**src/rtl/shifter_pkg.sv**
```systemverilog
// shifter_pkg: shifter opcode encoding, ARM shift types and operand-decode FSM states
package shifter_pkg;
   typedef logic [2:0] sh_op_t;
   localparam sh_op_t SH_LSL = 3'b000;
   localparam sh_op_t SH_LSR = 3'b001;
   localparam sh_op_t SH_ROR = 3'b010;
   localparam sh_op_t SH_ASR = 3'b011;
   localparam logic [1:0] TY_LSL = 2'b00;
   localparam logic [1:0] TY_LSR = 2'b01;
   localparam logic [1:0] TY_ASR = 2'b10;
   localparam logic [1:0] TY_ROR = 2'b11;
   typedef enum logic [1:0] {IDLE, RS_WAIT, OUT} state_t;
endpackage

```
**src/rtl/op2_amount_resolve.sv**
```systemverilog
// op2_amount_resolve: folds ARM zero/out-of-range shift amounts into a shifter op with amount 0..31
module op2_amount_resolve
   import shifter_pkg::*;
(
   input  logic [1:0]  ty_i,
   input  logic [7:0]  amt_i,
   input  logic        reg_form_i,
   input  logic [31:0] rm_i,
   output logic [31:0] sh_a_o,
   output sh_op_t      opcode_o,
   output logic [4:0]  shift_o,
   output logic        rrx_o
);
   logic big, lo_zero;
   assign big = |amt_i[7:5];
   assign lo_zero = amt_i[4:0] == 5'd0;
   always_comb begin
      sh_a_o = rm_i;
      opcode_o = SH_LSL;
      shift_o = amt_i[4:0];
      rrx_o = 1'b0;
      // A register amount of zero leaves the operand untouched whatever the type
      if (!(reg_form_i && amt_i == 8'd0)) begin
         case (ty_i)
            TY_LSL: if (big) begin
               sh_a_o = '0;
               shift_o = '0;
            end
            TY_LSR: if (big || lo_zero) begin
               sh_a_o = '0;
               shift_o = '0;
            end else opcode_o = SH_LSR;
            TY_ASR: begin
               opcode_o = SH_ASR;
               shift_o = (big || lo_zero) ? 5'd31 : amt_i[4:0];
            end
            TY_ROR: begin
               opcode_o = (lo_zero && reg_form_i) ? SH_LSL : SH_ROR;
               rrx_o = lo_zero && !reg_form_i;
            end
         endcase
      end
   end
endmodule

```
**src/rtl/op2_decode.sv**
```systemverilog
// op2_decode: operand-2 decode feeding the barrel shifter; register shifts spend one cycle reading Rs
module op2_decode
   import shifter_pkg::*;
(
   input  logic        clk,
   input  logic        reset,
   input  logic        in_valid,
   output logic        in_ready,
   input  logic [31:0] instr,
   input  logic [31:0] rm_data,
   output logic [3:0]  rs_addr,
   input  logic [31:0] rs_data,
   output logic        out_valid,
   input  logic        out_ready,
   output logic [31:0] sh_a,
   output logic [2:0]  sh_opcode,
   output logic [4:0]  sh_shift,
   output logic        rrx
);
   state_t state_q, state_d;
   logic [3:0] rs_addr_q, rs_addr_d;
   logic [1:0] ty_q, ty_d;
   logic [31:0] rm_q, rm_d, sh_a_q, sh_a_d, res_a;
   sh_op_t op_q, op_d, res_op;
   logic [4:0] shift_q, shift_d, res_shift;
   logic rrx_q, rrx_d, res_rrx, rs_wait, accept, unused_ok;
   assign unused_ok = ^{instr[31:26], instr[24:12], rs_data[31:8]};
   assign rs_wait = state_q == RS_WAIT;
   assign in_ready = state_q == IDLE || (state_q == OUT && out_ready);
   assign accept = in_valid && in_ready;
   assign out_valid = state_q == OUT;
   assign rs_addr = rs_addr_q;
   assign sh_a = sh_a_q;
   assign sh_opcode = op_q;
   assign sh_shift = shift_q;
   assign rrx = rrx_q;
   // One resolver serves both the immediate-shift accept path and the Rs read cycle
   op2_amount_resolve u_resolve (
      .ty_i       (rs_wait ? ty_q : instr[6:5]),
      .amt_i      (rs_wait ? rs_data[7:0] : {3'b000, instr[11:7]}),
      .reg_form_i (rs_wait),
      .rm_i       (rs_wait ? rm_q : rm_data),
      .sh_a_o     (res_a),
      .opcode_o   (res_op),
      .shift_o    (res_shift),
      .rrx_o      (res_rrx)
   );
   always_comb begin
      state_d = state_q;
      rs_addr_d = rs_addr_q;
      ty_d = ty_q;
      rm_d = rm_q;
      sh_a_d = sh_a_q;
      op_d = op_q;
      shift_d = shift_q;
      rrx_d = rrx_q;
      if (accept) begin
         rs_addr_d = instr[11:8];
         ty_d = instr[6:5];
         rm_d = rm_data;
         state_d = (!instr[25] && instr[4]) ? RS_WAIT : OUT;
         if (instr[25]) begin
            sh_a_d = {24'h0, instr[7:0]};
            op_d = SH_ROR;
            shift_d = {instr[11:8], 1'b0};
            rrx_d = 1'b0;
         end else if (!instr[4]) begin
            sh_a_d = res_a;
            op_d = res_op;
            shift_d = res_shift;
            rrx_d = res_rrx;
         end
      end else if (rs_wait) begin
         state_d = OUT;
         sh_a_d = res_a;
         op_d = res_op;
         shift_d = res_shift;
         rrx_d = res_rrx;
      end else if (state_q == OUT && out_ready) state_d = IDLE;
   end
   always_ff @(posedge clk) begin
      if (reset) begin
         state_q <= IDLE;
         rs_addr_q <= '0;
         ty_q <= '0;
         rm_q <= '0;
         sh_a_q <= '0;
         op_q <= SH_LSL;
         shift_q <= '0;
         rrx_q <= 1'b0;
      end else begin
         state_q <= state_d;
         rs_addr_q <= rs_addr_d;
         ty_q <= ty_d;
         rm_q <= rm_d;
         sh_a_q <= sh_a_d;
         op_q <= op_d;
         shift_q <= shift_d;
         rrx_q <= rrx_d;
      end
   end
endmodule

```
**config.mk**
```make
export PLATFORM = sky130hd
export DESIGN_NAME = op2_decode
export DESIGN_NICKNAME = d
export VERILOG_FILES = /design/src/rtl/shifter_pkg.sv /design/src/rtl/op2_amount_resolve.sv /design/src/rtl/op2_decode.sv
export SDC_FILE = /design/constraint.sdc
export NUM_CORES = 1
export LEC_CHECK = 0
export ABC_AREA = 1
export ABC_CLOCK_PERIOD_IN_PS = 3500
export BUFFER_PORTS_ARGS = -buffer_cell sky130_fd_sc_hd__buf_2
export CORE_UTILIZATION = 52
export DETAILED_ROUTE_END_ITERATION = 12
export GPL_TIMING_DRIVEN = 1
export HOLD_SLACK_MARGIN = 0.06
export PLACE_DENSITY = 0.8
export SLEW_MARGIN = 0
export SYNTH_ARGS = -nofsm -noshare
export SYNTH_HDL_FRONTEND = slang
export SYNTH_HIERARCHICAL = 1
export SYNTH_SLANG_ARGS = --single-unit
export TNS_END_PERCENT = 100
```
**constraint.sdc**
```tcl
create_clock -name clk -period 3.5 [get_ports clk]
set_input_delay 0.35 -clock clk [delete_from_list [all_inputs] [get_ports clk]]
set_output_delay 0.35 -clock clk [all_outputs]
set_load 0.01 [all_outputs]
```
* After elaboration in Yosys (flattened, before gate mapping)
Index checks and enable logic that the tools add are counted.
Widths: inputs -> output; s select.
** Operators by class
- Reductions and logical operators :: 18
- Equal/unequal tests :: 6
- Mux-type cells :: 38
** Operators with widths (count)
- $mux 32 :: 8
- $pmux 32 s2 :: 1
- $mux 5 :: 8
- $mux 3 :: 5
- $pmux 5 s3 :: 1
- $mux 2 :: 6
- $pmux 3 s3 :: 1
- $logic_not 8->1 :: 1
- $mux 8 :: 1
- $mux 1 :: 7
- $eq 2x2->1 const B :: 3
- $logic_and 1x1->1 :: 6
- $logic_not 5->1 :: 1
- $eq 2x1->1 const B :: 2
- $logic_not 2->1 :: 2
- $ne 3x3->1 const B :: 1
- $reduce_bool 3->1 :: 1
- $reduce_or 3->1 :: 1
- $logic_not 1->1 :: 2
- $logic_or 1x1->1 :: 2
- $reduce_and 2->1 :: 1
- $reduce_bool 2->1 :: 1
** Word-level totals
- Bits in registers :: 81
- Input bits :: 100
- Word-level logic and storage cells :: 70

* Logic depth before layout (Yosys ltp)
Gate-level depths: netlist (run 1).
- Word-level depth :: 10
- Mapped depth :: 20
- Depth with buffers taken out :: 18

* Modules after synthesis
Netlist (run 1), hierarchy kept.
** By module, submodules not included
- op2_decode :: times used 1, area each 4170.2 um^2, cells an instance 677
- op2_amount_resolve :: times used 1, area each 541.8 um^2, cells an instance 117

* Worst setup path after synthesis (run 1)
No wires, ideal clock.
- Path kind :: register to register
- Start point :: register state_q[0]
- End point :: register sh_a_q[2], in the netlist sh_a[2]
- Data arrival time :: 2300 ps
- Stages on the path, launching flop included :: 19
- Clock period less this slack :: 2411 ps
- Required time :: 3389 ps
- Path slack :: 1089 ps
- Cells stage by stage :: dfxtp_1 nand2_2 buf_2 buf_2 o21ai_0 nor2_1 nand3_1 nand2_1 inv_1 nand3_4 buf_12 nand2_1 inv_1 nand2_1 nand2_1 nand3_1 nand2_1 nor2_1 nor2_1
** Between the ends
- Cells in the longest elaborated chain, start to end :: 10
** RTL lines
- from (decl) :: RTL line op2_decode.sv:20 : state_t state_q, state_d;
- from (signal assigned) :: RTL line op2_decode.sv:92 : state_q <= state_d;
- $eq 2x1->1 * :: RTL line op2_decode.sv:28 : assign rs_wait = state_q == RS_WAIT;
- $mux 8 :: RTL line op2_decode.sv:40 : .amt_i (rs_wait ? rs_data[7:0] : {3'b000, instr[11:7]}),
- $logic_not 5->1 or $reduce_or 3->1 (tied branches) :: RTL line op2_amount_resolve.sv:16, op2_amount_resolve.sv:15
- $logic_or 1x1->1 :: RTL line op2_amount_resolve.sv:29 : TY_LSR: if (big || lo_zero) begin
- $mux 32 :: RTL line op2_amount_resolve.sv:29
- $pmux 32 s2 :: RTL line op2_amount_resolve.sv:24 : case (ty_i)
- $mux 32 * :: RTL line op2_amount_resolve.sv:23 : if (!(reg_form_i && amt_i == 8'd0)) begin
- named net res_a[2] :: RTL line op2_decode.sv:23 : logic [31:0] rm_q, rm_d, sh_a_q, sh_a_d, res_a;
- $mux 32 :: RTL line op2_decode.sv:67 : end else if (!instr[4]) begin
- $mux 32 :: RTL line op2_decode.sv:62 : if (instr[25]) begin
- $mux 32 * :: RTL line op2_decode.sv:57 : if (accept) begin
- to (signal assigned) :: RTL line op2_decode.sv:87 : sh_a_q <= '0;
- to (signal assigned) :: RTL line op2_decode.sv:96 : sh_a_q <= sh_a_d;
- to (decl) :: RTL line op2_decode.sv:23
The timed path passes the listed nets; every way through them passes the cells marked *. The select of a mux whose other input is x is not followed.
A chain may end at the register's enable or synchronous reset.

* Worst setup path after layout (run 1)
- Start point :: register state_q[1]
- End point :: register shift_q[1], in the netlist sh_shift[1]
** Between the ends
- Cells in the longest elaborated chain, start to end :: 10
** RTL lines
- $eq 2x1->1 * :: RTL line op2_decode.sv:28
- named net rs_wait :: RTL line op2_decode.sv:26 : logic rrx_q, rrx_d, res_rrx, rs_wait, accept, unused_ok;
- $mux 8 :: RTL line op2_decode.sv:40
- $logic_not 5->1 or $reduce_or 3->1 (tied branches) :: RTL line op2_amount_resolve.sv:16, op2_amount_resolve.sv:15
- $logic_or 1x1->1 :: RTL line op2_amount_resolve.sv:29, op2_amount_resolve.sv:35
- $mux 5 (on tied branches) :: RTL line op2_amount_resolve.sv:35, op2_amount_resolve.sv:29
- $pmux 5 s3 :: RTL line op2_amount_resolve.sv:24
- $mux 5 * :: RTL line op2_amount_resolve.sv:23
- named net res_shift[1] :: RTL line op2_decode.sv:25 : logic [4:0] shift_q, shift_d, res_shift;
- $mux 5 :: RTL line op2_decode.sv:67
- $mux 5 :: RTL line op2_decode.sv:62
- $mux 5 * :: RTL line op2_decode.sv:57
- to (signal assigned) :: RTL line op2_decode.sv:98 : shift_q <= shift_d;
- to (decl) :: RTL line op2_decode.sv:25
Marks and branches as above.

==> key figures, run 1 <==
Drt
  – DR WL met2: around 4600 um
  – Final WL: 10,600 um
  – WL met1: 5220 um
  – Iteration-0 DRC Markers: around 250
  – Wire length on met3: 586 um
  – Routed vias/inst: roughly 4.7
  – Top Layer Used: met4
  – DR WL/cell: 10.9 um
  – DRC viols: 0
  – DRT Pass-1 Iters: 5
  – Vias: 4,595
  – ANT nets after route: 0

Power
  – Leak: approximately 0.0031 uW
  – Power Internal: 1570 uW
  – Clock Power Share: between 20% and 30%
  – Switching portion of total power: about a third
  – Comb pwr share: 24.8%
  – Sw Pwr: between 700 and 800 uW
  – Pwr/cell area: between 400 and 500 nW/um^2
  – Sequential share of power: 45.5%
  – Final Power: 2290 uW
  – Peak supply drop: 0.217 mV

Global route
  – Congestion Overflow GR: 0
  – Initial antenna violation count: 0
  – Largest net degree at the start of global routing: 85
  – Gr usage total: about 23%
  – First-pass GRT wire length: about 18,000 um
  – Vias in the first global route: 3,991

Worst setup path
  – Worst reg2reg path depth: 17
  – Crit-path max FO: 36
  – Worst path arrival time: 3090 ps
  – Worst Setup Path Type: reg -> reg
  – CP startpoint kind: flop
  – Setup crit end kind: flop
  – WP data required: 3730 ps

Clock tree
  – CTS Root Cell: clkbuf_8
  – Worst-path clk slew: 80 ps
  – Setup Fix Bufs, Post-CTS: 0
  – Htree depth: 3
  – CTS tree: done
  – CTS buffer count: 9
  – Post-CTS resize count: 0
  – Hold buffer count at cts: 0
  – Clk buf depth: 2
  – Clk_lat worst skew: 340 ps
  – # clock sinks: between 80 and 90

Cells and area
  – Antenna Cells: 0
  – Area grow syn2layout: 13.3%
  – Fillers: 897
  – Final #Nets: 968
  – Layout cells sized above 1: ~17%
  – Multi-input logic area: approximately 2300 sq um
  – Sequential Area: about 1600 sq um

Place
  – Final GP Congestion: approximately 0.84
  – Port Buffers: 103
  – Detail Placement HPWL: 6950 um

Synth
  – Netlist cell types: 27
  – Top-count cell post-synth: nand2_1
  – Post-synth top flop: dfxtp_1
  – Count of state elements after synthesis: 81
  – Sequential fraction of the synthesis area: 34.4%
  – Ys Warns: 6
  – Net count after synthesis: 894
  – Top post-synthesis cells by area: dfxtp_1, nand2_1, inv_1, nor2_1, o21ai_0
  – Largest area contributor in the netlist: dfxtp_1
  – Leading cell types by count after synthesis: nand2_1, inv_1, nor2_1
  – Mapped Area: 4710 sq um
  – Post-synth ARST share: 0%
  – Synth Instances: between 700 and 800
  – Area share of the largest cell type after synthesis: 34.4%
  – Post-synth EDFFs: 0
  – Avg Inst Size Synth: around 5.9 sq um

Timing
  – Max Clock Freq: 350 MHz
  – Slew Viols, Final: 0
  – Least-Margin Pin Slew: 906 ps
  – Fin Clk Skew: 9.46 ps
  – Crit path time final: 2860 ps
  – Unrepaired setup endpoints after global routing: no
  – Final setup fails: 0
  – Final Hold Vio Count: 0
  – Final setup TNS: 0 ps
  – Rel. slew slack: 39.6%
  – Period utilization: 81.7%

Die
  – Row count: 34
  – Full die area: 9450 sq um
  – Initial Utilization: 53.8%
  – Core ar.: 8760 sq um
  – Die Span X: around 100 um
  – Die Ht: a little under 100 um
  – Top-Level Pins: 147

Hold path
  – Worst hold path class: in -> reg
  – Hold path depth: 2

Run
  – Max Cap Violations: 0

Run status
  – Outcome: finished, final reports clean
[registers in the layout, indices dropped and copies added, names as in the netlist]
signal	cells
sh_opcode	3
rrx	1
ty_q	2
sh_a	32
rm_q	32
state_q	2
sh_shift	5
rs_addr	4
[worst paths after layout]
kind	startpoint	endpoint	slack (ps)
worst max-delay path	state_q[1]$_SDFFE_PP0P_	sh_shift[1]$_SDFFE_PP0P_	640
worst min-delay path	reset	rs_addr[1]$_SDFFE_PP0N_	280
worst max register to register	state_q[1]$_SDFFE_PP0P_	sh_shift[1]$_SDFFE_PP0P_	640
worst min register to register	rm_q[29]$_SDFFE_PP0N_	rm_q[29]$_SDFFE_PP0N_	450
[layout make-up]
type	count	share of cell area (%)
multi-input cells	521	42.6
flip-flops and latches	81	30.4
repair buffers	110	10.6
inverters	145	10.2
clock buffers	10	2.58
well taps	108	2.53
clock inverters	5	1.06
[metal layers]
layer | vias to the layer above | global-route usage (%)
met4 | 0 | 8.27
met1 | 1917 | 32.2
met5 | - | 0
met2 | 130 | 36.7
met3 | 19 | 3.67
li1 | 2529 | -
[cell families after synthesis]
| family | count (synthesis) | synth area share [%] |
|---|---|---|
| and+or+nand+nor | 410 | 36.1 |
| buffers and inverters | 192 | 17.4 |
| AOI/OAI and AO/OA | 110 | 11.9 |
| DFF | 81 | 34.4 |
| other | 1 | 0.0796 |
[stage by stage]
| stage | hold WS [ps] | utilization [%] | std cells | instance area [sq um] | setup slack [ps] |
|---|---|---|---|---|---|
| finish | 277 | 60.9 | 980 | 5340 | 641 |
| global route | 269 | 60.9 | 980 | 5340 | 325 |
| CTS | 261 | 60.9 | 980 | 5340 | 694 |
| detailed placement | 439 | 58.7 | 965 | 5140 | 707 |
| global placement | 434 | 58.7 | 965 | 5140 | 754 |
| floorplan | 419 | - | 794 | 4710 | 1090 |
[cells in the final DEF, fill, tap and decap left out]
master / instances
a21oi_1: 39
a21oi_4: 1
a31oi_1: 1
and2_1: 1
buf_2: 103
buf_4: 7
bufinv_16: 1
clkbuf_8: 10
clkinv_2: 2
clkinv_4: 1
clkinvlp_4: 1
conb_1: 1
dfxtp_1: 81
inv_1: 141
inv_2: 4
nand2_1: 215
nand2_2: 8
nand2_4: 1
nand3_1: 58
nand3_2: 3
nand3_4: 1
nand3b_1: 2
nand4_1: 2
nand4_2: 1
nor2_1: 113
nor2_2: 4
nor3_1: 1
o21ai_0: 60
o21ai_1: 9
[power by group through the flow]
| stage | Clock, uW | Combinational (uW) | Sequential, uW |
|---|---|---|---|
| after floorplan | 0 | 401 | 1090 |
| after global placement | 0 | 563 | 1060 |
| after detailed placement | 0 | 568 | 1070 |
| after CTS | 699 | 571 | 1040 |
| after global routing | 739 | 656 | 1050 |
| final | 683 | 569 | 1040 |
[worst max-delay path, stage by stage (launching register included)]
cell and delay (ps):
dfxtp_1 420, inv_1 110, nand2_4 220, inv_1 220
nand2_1 100, nand2_1 70, nor2_2 150, nand3_1 200
nand3_2 130, nand3_4 400, nand2_1 190, nand2_1 90
nand2_1 70, nand2_1 50, nand3_1 70, nand2_1 60
nor2_1 120, nor2_1 50
(Power assumes the default switching activity.)
==> inputs of run 2 (changes only) <==
--- a/config.mk
+++ b/config.mk
@@ -5,14 +5,14 @@
 export SDC_FILE = /design/constraint.sdc
 export NUM_CORES = 1
 export LEC_CHECK = 0
-export ABC_AREA = 1
-export ABC_CLOCK_PERIOD_IN_PS = 3500
+export ABC_AREA = 0
+export ABC_CLOCK_PERIOD_IN_PS = 2900
 export BUFFER_PORTS_ARGS = -buffer_cell sky130_fd_sc_hd__buf_2
-export CORE_UTILIZATION = 52
+export CORE_UTILIZATION = 50
 export DETAILED_ROUTE_END_ITERATION = 12
 export GPL_TIMING_DRIVEN = 1
 export HOLD_SLACK_MARGIN = 0.06
-export PLACE_DENSITY = 0.8
+export PLACE_DENSITY = 0.79
 export SLEW_MARGIN = 0
 export SYNTH_ARGS = -nofsm -noshare
 export SYNTH_HDL_FRONTEND = slang
==> constraint.sdc (replaced) <==
create_clock -name clk -period 2.9 [get_ports clk]
set_input_delay 0.29 -clock clk [delete_from_list [all_inputs] [get_ports clk]]
set_output_delay 0.29 -clock clk [all_outputs]
set_load 0.01 [all_outputs]
==> run 2 against run 1 <==
Synthesized cell count down 37%. Clock-buffer cell count unchanged. Critical path type unchanged. Wire length up 5.7%. Die area down 7.6%. Sequential power up 18%. Clock power up 57%. Hold slack worse by 110 ps. First-iteration DRC count down 13%. Highest routed layer unchanged. Combinational power down 14%.
==> key figures, run 2 <==
Timing
  – Final setup TNS: 0 ps
  – Fin Clk Skew: 9.92 ps
  – Unrepaired setup endpoints after global routing: no
  – Max Clock Freq: 385 MHz
  – Final WS setup: between 300 and 400 ps
  – Period utilization: 89.6%
  – Final setup fails: 0
  – Slew Viols, Final: 0
  – Least-Margin Pin Slew: 912 ps
  – Final Hold Vio Count: 0
  – Rel. slew slack: 39.2%
  – Crit path time final: 2600 ps

Drt
  – Vias: 4,057
  – DRT Pass-1 Iters: 5
  – Routed vias/inst: 5.91
  – DRC viols: 0
  – Iteration-0 DRC Markers: 220
  – ANT nets after route: 0
  – DR WL/cell: roughly 16 um
  – Final WL: 11,200 um

Cells and area
  – Most common cell after layout, fill and taps aside: buf_2
  – Antenna Cells: 0
  – Final #Nets: roughly 680
  – Area grow syn2layout: 18.1%
  – Most frequent cells in the layout: buf_2, nand2_1, a21oi_1
  – Layout cells sized above 1: 32.2%

Global route
  – Met1 Use GR: about a third
  – GRT busiest layer: met2
  – Initial antenna violation count: 1
  – Gr usage total: a little over a quarter
  – First-pass GRT wire length: 17,900 um
  – GR Util met2: 42.2%
  – Congestion Overflow GR: 0
  – Met3 usage: 5.93%
  – Vias in the first global route: 3,805
  – Largest net degree at the start of global routing: 38

Worst setup path
  – CP Launch Point: state_q[1]$_SDFFE_PP0P_
  – Reg2reg setup slack: between 300 and 400 ps
  – Crit-path max FO: 21
  – Worst Setup Path Type: reg -> reg
  – Setup crit end kind: flop
  – CP startpoint kind: flop
  – RR Startpoint: state_q[1]$_SDFFE_PP0P_
  – Reg2reg end: sh_a[30]$_SDFFE_PP0P_
  – WP data required: 3130 ps
  – Worst reg2reg path depth: 8
  – Worst path arrival time: 2830 ps
  – Crit path to: sh_a[30]$_SDFFE_PP0P_

Synth
  – Sequential fraction of the synthesis area: 38.8%
  – Post-synth top flop: dfxtp_1
  – Largest area contributor in the netlist: dfxtp_1
  – Post-synth EDFFs: 0
  – Netlist cell types: 37
  – Top post-synthesis cells by area: dfxtp_1, mux2_2, a21oi_1, nand2_1, nor3b_1
  – Mapped Area: between 4000 and 5000 sq um
  – Leading cell types by count after synthesis: nand2_1, a21oi_1, dfxtp_1
  – Post-synth ARST share: 0%
  – Synth Instances: 503
  – Ys Warns: 6
  – Top-count cell post-synth: nand2_1
  – Avg Inst Size Synth: 8.31 sq um
  – Count of state elements after synthesis: 81
  – Area share of the largest cell type after synthesis: 38.8%
  – Net count after synthesis: 603

Clock tree
  – Hold buffer count at cts: 0
  – Clk_lat worst skew: 360 ps
  – Htree depth: 3
  – Post-CTS resize count: 0
  – CTS Root Cell: clkbuf_8
  – CTS buffer count: 9
  – CTS tree: done
  – # clock sinks: between 80 and 90
  – Setup Fix Bufs, Post-CTS: 0
  – Worst-path clk slew: ~90 ps
  – Clk buf depth: 2

Run status
  – Outcome: finished, final reports clean

Place
  – Final GP Congestion: roughly 0.88
  – Setup Slack @ Placement: ~220 ps
  – Detail Placement HPWL: 7410 um
  – Port Buffers: 103

Die
  – Row count: 32
  – Initial Utilization: 53.0%
  – Core ar.: 7890 sq um
  – Top-Level Pins: 147
  – Full die area: 8730 sq um
  – Die Ht: ~93 um
  – Die Span X: roughly 93 um

Power
  – Pwr/cell area: 566 nW/um^2
  – Peak supply drop: 0.335 mV
  – Leak: slightly above 0.002 uW

Hold path
  – Worst hold path class: in -> reg

Run
  – Max Cap Violations: 0
[run 2: cell types whose count changed in the layout (fill, tap and decap cells not counted), sizes merged, moves of 5 or more]
cell and delta:
inv -143, nor3b +32, mux2 +39, nand4 +25
a311oi +11, o311a +5, nor2 -113, o21bai +5
a21oi +44, o21ai -39, nand2 -135, nand3 -50
buf +9
[run 2: logic make-up (layout without fill, tap and decap cells)]
logic type,Yosys count,count (layout),share of synthesized area (%)
other,1,1,0.0898
AOI/OAI and AO/OA,143,143,19.9
DFF,81,81,38.8
and+or+nand+nor,182,182,23.1
muxes,40,40,10.8
buffers and inverters,56,137,7.40
[run 2: worst min path at each step]
stage                                        to  slack (ps)  cells past startpoint                   from
final                     rm_q[30]$_SDFFE_PP0N_         170                      3            rm_data[30]
after global placement    rm_q[12]$_SDFFE_PP0N_         440                      2  rm_q[12]$_SDFFE_PP0N_
after floorplan            rm_q[0]$_SDFFE_PP0N_         430                      2             rm_data[0]
after detailed placement   rm_q[6]$_SDFFE_PP0N_         450                      2   rm_q[6]$_SDFFE_PP0N_
after global routing      rm_q[30]$_SDFFE_PP0N_         160                      3            rm_data[30]
after CTS                 rm_q[30]$_SDFFE_PP0N_         170                      3            rm_data[30]
[run 2: critical path: stages, from the launching register on]
cell	delay, ps
dfxtp_1	410
nor2b_4	240
mux2_2	390
or4_4	580
nor4_4	250
buf_4	320
nor3b_1	100
nand4_1	100
a21oi_1	70
[run 2: area by class of cell]
| type | instances | area (sq um) |
|---|---|---|
| clock buffer | 10 | 128 |
| clock inverter | 6 | 130 |
| sequential | 81 | 1620 |
| inverter | 2 | 7.51 |
| tap | 102 | 128 |
| multi-input combinational | 366 | 2270 |
| timing repair buffer | 119 | 648 |
| fill | 689 | 2950 |
[run 2: metrics by stage]
| stage | hold slack, ps | power, uW | utilization (%) | std cells | cell area [sq um] |
|---|---|---|---|---|---|
| 6_report | 172 | 2790 | 62.5 | 686 | 4930 |
| 5_1_grt | 157 | 2900 | 62.5 | 686 | 4930 |
| 4_1_cts | 167 | 2790 | 62.5 | 686 | 4930 |
| 3_5_place_dp | 448 | 1740 | 59.2 | 670 | 4670 |
| 3_3_place_gp | 438 | 1720 | 59.2 | 670 | 4670 |
| 2_1_floorplan | 426 | 1580 | - | 503 | 4180 |
[run 2: routing by layer]
layer	share of wire, %	vias up	routed length (um)
met2	47	148	5340
met5	0	-	0
met1	44	1942	4900
met3	6.9	19	771
met4	2.0	0	227
li1	-	1948	-
[run 2: report_power, final]
part	switching, uW	total [uW]	internal, uW
clock network	415	1070	657
registers	39.9	1230	1190
logic	282	492	209
total	737	2790	2050
